### src/rtl/input_event_scheduler.sv
// Synchronizes and debounces the 8 button lines, latches each press as a pending
// event and serves pending events round-robin over a valid/ready handshake.
module input_event_scheduler #(
  parameter int unsigned DEBOUNCE_CYCLES = 250000,
  parameter int unsigned CNT_W           = 18
) (
  input  logic       CLOCK_50,
  input  logic       RST,
  input  logic [3:0] CMD_Reg,
  input  logic [3:0] KEY_Reg,
  output logic       EVT_Valid,
  input  logic       EVT_Ready,
  output logic       EVT_IsCmd,
  output logic [1:0] EVT_Index,
  output logic       EVT_Drop,
  output logic [7:0] Pressed
);

  localparam int unsigned NSRC = 8;
  localparam logic [CNT_W-1:0] CNT_LAST = CNT_W'(DEBOUNCE_CYCLES - 1);

  logic [NSRC-1:0]  s1_q, s2_q;
  logic [NSRC-1:0]  stable_q, stable_d;
  logic [NSRC-1:0]  stable_dly_q;
  logic [CNT_W-1:0] cnt_q [NSRC];
  logic [CNT_W-1:0] cnt_d [NSRC];
  logic [NSRC-1:0]  pending_q, pending_d;
  logic [2:0]       ptr_q, ptr_d;
  logic             valid_q, valid_d;
  logic [2:0]       src_q, src_d;
  logic             drop_q, drop_d;

  logic             grant_found;
  logic [2:0]       grant_idx;
  logic [2:0]       search_idx;
  logic             load;
  logic [NSRC-1:0]  grant_mask;
  logic [NSRC-1:0]  rise;

  // Per-source debounce: a level is accepted only after DEBOUNCE_CYCLES differing samples.
  always_comb begin
    stable_d = stable_q;
    for (int i = 0; i < int'(NSRC); i++) begin
      cnt_d[i] = cnt_q[i];
      if (s2_q[i] == stable_q[i]) begin
        cnt_d[i] = '0;
      end else if (cnt_q[i] == CNT_LAST) begin
        stable_d[i] = s2_q[i];
        cnt_d[i]    = '0;
      end else begin
        cnt_d[i] = cnt_q[i] + CNT_W'(1);
      end
    end
  end

  // Round-robin search starting at ptr, wrapping 7 -> 0.
  always_comb begin
    grant_found = 1'b0;
    grant_idx   = 3'd0;
    search_idx  = 3'd0;
    for (int i = 0; i < int'(NSRC); i++) begin
      search_idx = ptr_q + 3'(i);
      if (!grant_found && pending_q[search_idx]) begin
        grant_found = 1'b1;
        grant_idx   = search_idx;
      end
    end
  end

  // Pending/drop bookkeeping and output slot loading; a new rise beats a same-edge grant.
  always_comb begin
    load       = !valid_q || EVT_Ready;
    grant_mask = (load && grant_found) ? (NSRC'(1) << grant_idx) : '0;
    rise       = stable_q & ~stable_dly_q;
    pending_d  = (pending_q & ~grant_mask) | rise;
    drop_d     = |(rise & pending_q & ~grant_mask);
    valid_d    = valid_q;
    src_d      = src_q;
    ptr_d      = ptr_q;
    if (load) begin
      valid_d = grant_found;
      if (grant_found) begin
        src_d = grant_idx;
        ptr_d = grant_idx + 3'd1;
      end
    end
  end

  always_ff @(posedge CLOCK_50) begin
    if (RST) begin
      s1_q         <= '0;
      s2_q         <= '0;
      stable_q     <= '0;
      stable_dly_q <= '0;
      pending_q    <= '0;
      ptr_q        <= '0;
      valid_q      <= 1'b0;
      src_q        <= '0;
      drop_q       <= 1'b0;
      for (int i = 0; i < int'(NSRC); i++) cnt_q[i] <= '0;
    end else begin
      s1_q         <= {CMD_Reg, KEY_Reg};
      s2_q         <= s1_q;
      stable_q     <= stable_d;
      stable_dly_q <= stable_q;
      pending_q    <= pending_d;
      ptr_q        <= ptr_d;
      valid_q      <= valid_d;
      src_q        <= src_d;
      drop_q       <= drop_d;
      for (int i = 0; i < int'(NSRC); i++) cnt_q[i] <= cnt_d[i];
    end
  end

  assign EVT_Valid = valid_q;
  assign EVT_IsCmd = src_q[2];
  assign EVT_Index = src_q[1:0];
  assign EVT_Drop  = drop_q;
  assign Pressed   = stable_q;

endmodule

### config.mk
export PLATFORM = sky130hd
export DESIGN_NAME = input_event_scheduler
export DESIGN_NICKNAME = d
export VERILOG_FILES = /design/src/rtl/input_event_scheduler.sv
export SDC_FILE = /design/constraint.sdc
export NUM_CORES = 1
export LEC_CHECK = 0
export ABC_AREA = 0
export BUFFER_PORTS_ARGS = -buffer_cell sky130_fd_sc_hd__buf_2
export CAP_MARGIN = 20
export CORE_UTILIZATION = 62
export CTS_BUF_LIST = sky130_fd_sc_hd__clkbuf_4 sky130_fd_sc_hd__clkbuf_8 sky130_fd_sc_hd__clkbuf_16
export DETAILED_ROUTE_END_ITERATION = 10
export PLACE_DENSITY = 0.79
export SKIP_CTS_REPAIR_TIMING = 1
export SKIP_LAST_GASP = 1
export SYNTH_ARGS = -nofsm -noshare
export SYNTH_HDL_FRONTEND = slang
export SYNTH_SLANG_ARGS = --single-unit
### constraint.sdc
create_clock -name CLOCK_50 -period 5.4 [get_ports CLOCK_50]
set_input_delay 0.54 -clock CLOCK_50 [delete_from_list [all_inputs] [get_ports CLOCK_50]]
set_output_delay 0.54 -clock CLOCK_50 [all_outputs]
set_load 0.005 [all_outputs]
## After elaboration in Yosys (flattened, before gate mapping)

Memory sizes are Yosys's and may differ from the RTL's.
Cells that the tools add are included.

- Register bits after elaboration: 48
- Bits in writable memories: 144
- Input port bits: 11
- Output and inout port bits: 13
- Word-level logic and storage cells: 168
- Memories kept: 1

- Add/sub/neg operators: 16
- Magnitude comparators: 8
- Equality and inequality tests: 16
- Shift-type cells: 1
- Muxes and demuxes: 60
- Bitwise operators: 23
- Reduce and logical (&&, ||, !) cells: 27

Memory list:

| memory | words | width | rd ports | clocked after memory_dff | wr ports | RTL line | text |
|---|---|---|---|---|---|---|---|
| cnt_q | 8 | 18 | 8 | 0 | 8 | 25 | `logic [CNT_W-1:0] cnt_q [NSRC];` |

Operator list:

| operator | number |
|---|---|
| $mux 18 | 24 |
| $add 18x1->18 const B | 8 |
| $eq 18x18->1 const B | 8 |
| $and 8x8->8 | 4 |
| $lt 3x4->1 const B | 8 |
| $bmux 1 s3 | 8 |
| $mux 3 | 8 |
| $mux 1 | 19 |
| $reduce_and 2->1 | 9 |
| $not 8->8 | 2 |
| $add 3x3->3 const B | 4 |
| $eq 1x1->1 | 8 |
| $logic_and 1x1->1 | 8 |
| $logic_not 1->1 | 8 |
| $mux 8 | 1 |
| $not 1->1 | 8 |
| $or 1x1->1 | 8 |
| $or 8x8->8 | 1 |
| $reduce_or 8->1 | 1 |
| $shl 1x3->8 const A | 1 |
| $add 3x1->3 const B | 2 |
| $add 3x2->3 const B | 2 |
| $logic_or 1x1->1 | 1 |

## Depth between registers and ports, before layout

- Word-level depth: 29
- Mapped depth: 17

## Worst setup path after synthesis

Ideal clock, no wire load.

- Kind: register to register
- From: register ptr_q[1]
- To: register drop_q (netlist: EVT_Drop)
- Setup time: 0.074 ns
- Arrival time: 3.810 ns
- Setup slack: 1.516 ns
- Stages on the path, launching flop included: 17
- Buffers on the path: 2
- Cell sequence: dfxtp_1 > buf_2 > buf_4 > inv_1 > ha_1 > mux4_2 > nor2b_4 > or3_1 > a21oi_1 > a21oi_1 > o31ai_2 > inv_1 > ha_1 > ha_1 > o22ai_1 > nor4_1 > a31oi_1

- Longest elaborated chain between the ends: 29

Ends and longest elaborated chain:

| element | RTL line | text |
|---|---|---|
| from (decl) | 28 | `logic [2:0] ptr_q, ptr_d;` |
| from (signal assigned) | 107 | `ptr_q <= ptr_d;` |
| branches (longest 23 deep; another with $add 3x1->3) | n/a |  |
| $mux 3 * | 63 | `if (!grant_found && pending_q[search_idx]) begin` |
| named net grant_idx[0] | 34 | `logic [2:0] grant_idx;` |
| $shl 1x3->8 * | 73 | `grant_mask = (load && grant_found) ? (NSRC'(1) << grant_idx) : '0;` |
| $mux 8 * | 73 |  |
| $not 8->8 * | 76 | `drop_d = \|(rise & pending_q & ~grant_mask);` |
| $and 8x8->8 * | 76 |  |
| $reduce_or 8->1 * | 76 |  |
| to (signal assigned) | 110 | `drop_q <= drop_d;` |
| to (decl) | 31 | `logic drop_q, drop_d;` |

Mark *: on every way through the listed nets, which the timed path passes. The select of a mux whose other input is x is not followed.
A chain may end at the register's enable or synchronous reset.

## Final worst setup path

- From: register ptr_q[0]
- To: register drop_q (netlist: EVT_Drop)

Same word-level chain as after synthesis.

==> results.txt <==
total negative slack = 0 ns
Placer Congestion = 0.893
worst rel slew slack = 0.450
largest net degree at the start of global routing = 57
nets@finish = 1043
all-layer global routing usage = 0.229
Port Buffers = 23
synth-to-layout area growth = 9.23%
CTS tree = yes
Post-Layout Inst Area = 9620 sq um
die width = 121 microns
Die Ht = 121 microns
FFs w/ async S/R, synth = 0
GR Layer Usage met2 = 0.380
Pleak = 3.18 nW
Max Freq = 237 MHz
Critical Path AT = 4.57 ns
vias in the first global route = 6202
post-DR wirelength/cell = 13.3 microns
crit path max fanout = 13
total power = 3.37 mW
Worst Max-Slew Pin Slew = 0.824 ns
via count = 6686
syn avg cell area = 8.77 sq um
H-tree Lvls = 4
clk_lat worst skew = 0.44 ns
Syn Nets = 1031
IR drop worst, VDD = 0.290 mV
Fillers = 1100
Mapped Area = 8810 sq um
GR Overflow Total = 0
core region area = 13900 sq um
clk sinks = 192
HP Class = in2reg
number of antenna-violating nets in the routed design = 0
WL final = 16000 microns
delay of the slowest critical-path stage = 0.64 ns
Reg area = 3840 sq um
Worst-path clk slew = 0.07 ns
first-pass GRT wire length = 27200 microns
drc violations = 0
drt via density = 5.53
antenna cells = 0
share of post-route cells with drive strength above 1 = 0.0768
HPWL after detailed placement = 11000 microns
# IOs = 24
crit-path cells = inv_2, ha_1, mux4_2, nor2b_4, or3_1, a21oi_1, a21oi_1, o31ai_2, inv_1, ha_1, ha_1, o22ai_1, nor4_1, a31oi_1
Final Skew = 0.0104 ns
area share of the largest cell type after synthesis = 0.436
Clk pwr share = 0.376
Logic pwr share = 0.188
Final Hold Viols = 0
Sw Pwr = 956 uW
std cell rows = 43
Distinct cells, synth = 59
leading register cell type out of synthesis = dfxtp_1
grt peak-use layer = met2
RSZ-0062 raised after global routing = no
Warnings, synthesis = 0
Final Cycle Share = 0.780
outcome = finished, final reports clean
most common cell in the netlist = nor2_1
CP Class = reg2reg
main area contributors after synthesis = dfxtp_1 44%, nor2_1 8.4%, xnor2_1 6.4%
register bit total from synthesis = 192
Starting Density = 0.635
most frequent CP cell = ha_1
Pins Over Slew Limit = 0
area of the multi-input gates = 4690 sq um
Int Power = 2.41 mW
DR iter-0 viols = 394
CP Launch Type = register
Crit. End Element = register
GR met1 Demand/Resource = 0.289
switching part of the total power = 0.284
post-synth top area cell = dfxtp_1
total of max-cap violations = 0
pwr dens = 350 nW/um^2
Placed Instances = 1177
CTS Root Cell = clkbuf_16
Required @ worst endpoint = 5.76 ns
Post-synth EDFFs = 0
final non-filler cell total = 1209
Top delay family on crit path = compound AO/OA/AOI/OAI gates
Buf/Inv on CP = 2
Slowest-stage cell, CP = mux4_2
Initial DRT Pass Iterations = 5
CTS Buf Count = 17
die area = 14700 sq um
post-synthesis sequential area ratio = 0.436
met3 Track Usage GR = 0.0540
antenna violations before repair = 0
dpl cell area = 9020 sq um
Max Root-Sink Buffers = 2
top cells by count, synth = 196 x nor2_1, 192 x dfxtp_1, 64 x xnor2_1
Synth Instances = 1004
fin crit period = 4.21 ns
Setup-failing EPs final = 0
Seq pwr share = 0.436
-- metrics by stage --
step	hold slack, ns	setup WS (ns)	util
floorplan	0.413	1.52	-
global placement	0.417	1.33	0.650
detailed placement	0.424	1.25	0.650
CTS	0.303	1.19	0.693
global route	0.303	0.835	0.693
finish	0.312	1.19	0.693
-- layout make-up --
type / instances / area share
timing repair buffer: 26 / 0.0143
tap: 180 / 0.0234
inverter: 32 / 0.0125
sequential: 192 / 0.399
clock buffer: 19 / 0.0471
multi-input combinational: 747 / 0.488
clock inverter: 13 / 0.0155
-- logic make-up (layout without fill, tap and decap cells) --
group	after synthesis	count (layout)	synth area share
xor gates and xnor gates	127	127	0.126
and+or+nand+nor	483	483	0.266
DFF	192	192	0.436
muxes	34	34	0.0511
AOI/OAI and AO/OA	87	87	0.0665
adders and majority gates	16	16	0.0227
buffers and inverters	65	90	0.0308
-- layer usage --
metal | vias up | routed length (microns)
met4 | 0 | 295
met1 | 3109 | 7840
met3 | 24 | 514
met2 | 96 | 7380
met5 | - | 0
li1 | 3457 | -
-- power groups by stage --
| stage | logic [mW] | registers [mW] | clock network, mW |
|---|---|---|---|
| floorplan | 0.520 | 1.49 | 0 |
| global placement | 0.613 | 1.50 | 0 |
| detailed placement | 0.619 | 1.50 | 0 |
| CTS | 0.626 | 1.47 | 1.28 |
| global route | 0.696 | 1.47 | 1.35 |
| finish | 0.631 | 1.47 | 1.27 |
-- worst paths after layout --
path / startpoint / slack, ns / to / depth (start not counted)
max: ptr_q[0]$_SDFFE_PP0N_ / 1.19 / EVT_Drop$_SDFF_PP0_ / 14
min: CMD_Reg[1] / 0.31 / s1_q[5]$_SDFF_PP0_ / 2
max reg2reg: ptr_q[0]$_SDFFE_PP0N_ / 1.19 / EVT_Drop$_SDFF_PP0_ / 14
min reg2reg: s1_q[0]$_SDFF_PP0_ / 0.44 / s2_q[0]$_SDFF_PP0_ / 1
-- registers in the layout, summed over array words and instances, names as in the netlist --
| register | flops |
|---|---|
| s1_q | 8 |
| ptr_q | 3 |
| Pressed | 8 |
| pending_q | 8 |
| EVT_Valid | 1 |
| EVT_Drop | 1 |
| s2_q | 8 |
| cnt_q | 144 |
| stable_dly_q | 8 |
| src_q | 3 |
-- placed cells by master (no fill, tap or decap), types with 3 or more instances in the layout --
cell	count
nand2b_1	14
inv_1	31
a211oi_1	8
inv_6	5
nand2_1	59
mux2_2	4
nor4b_1	5
nor2b_1	32
buf_2	23
mux2i_1	21
nand4_1	27
xor2_1	63
nand3_1	58
and2_1	3
xnor2_1	64
and3_1	20
o21ai_0	21
buf_4	3
a21oi_1	28
dfxtp_1	192
nor3_1	10
nor2_1	196
nor4_1	19
and4_1	3
mux4_2	8
ha_1	16
a31oi_1	3
nand3b_1	5
or3_1	25
clkbuf_16	17
(Power assumes the default switching activity.)
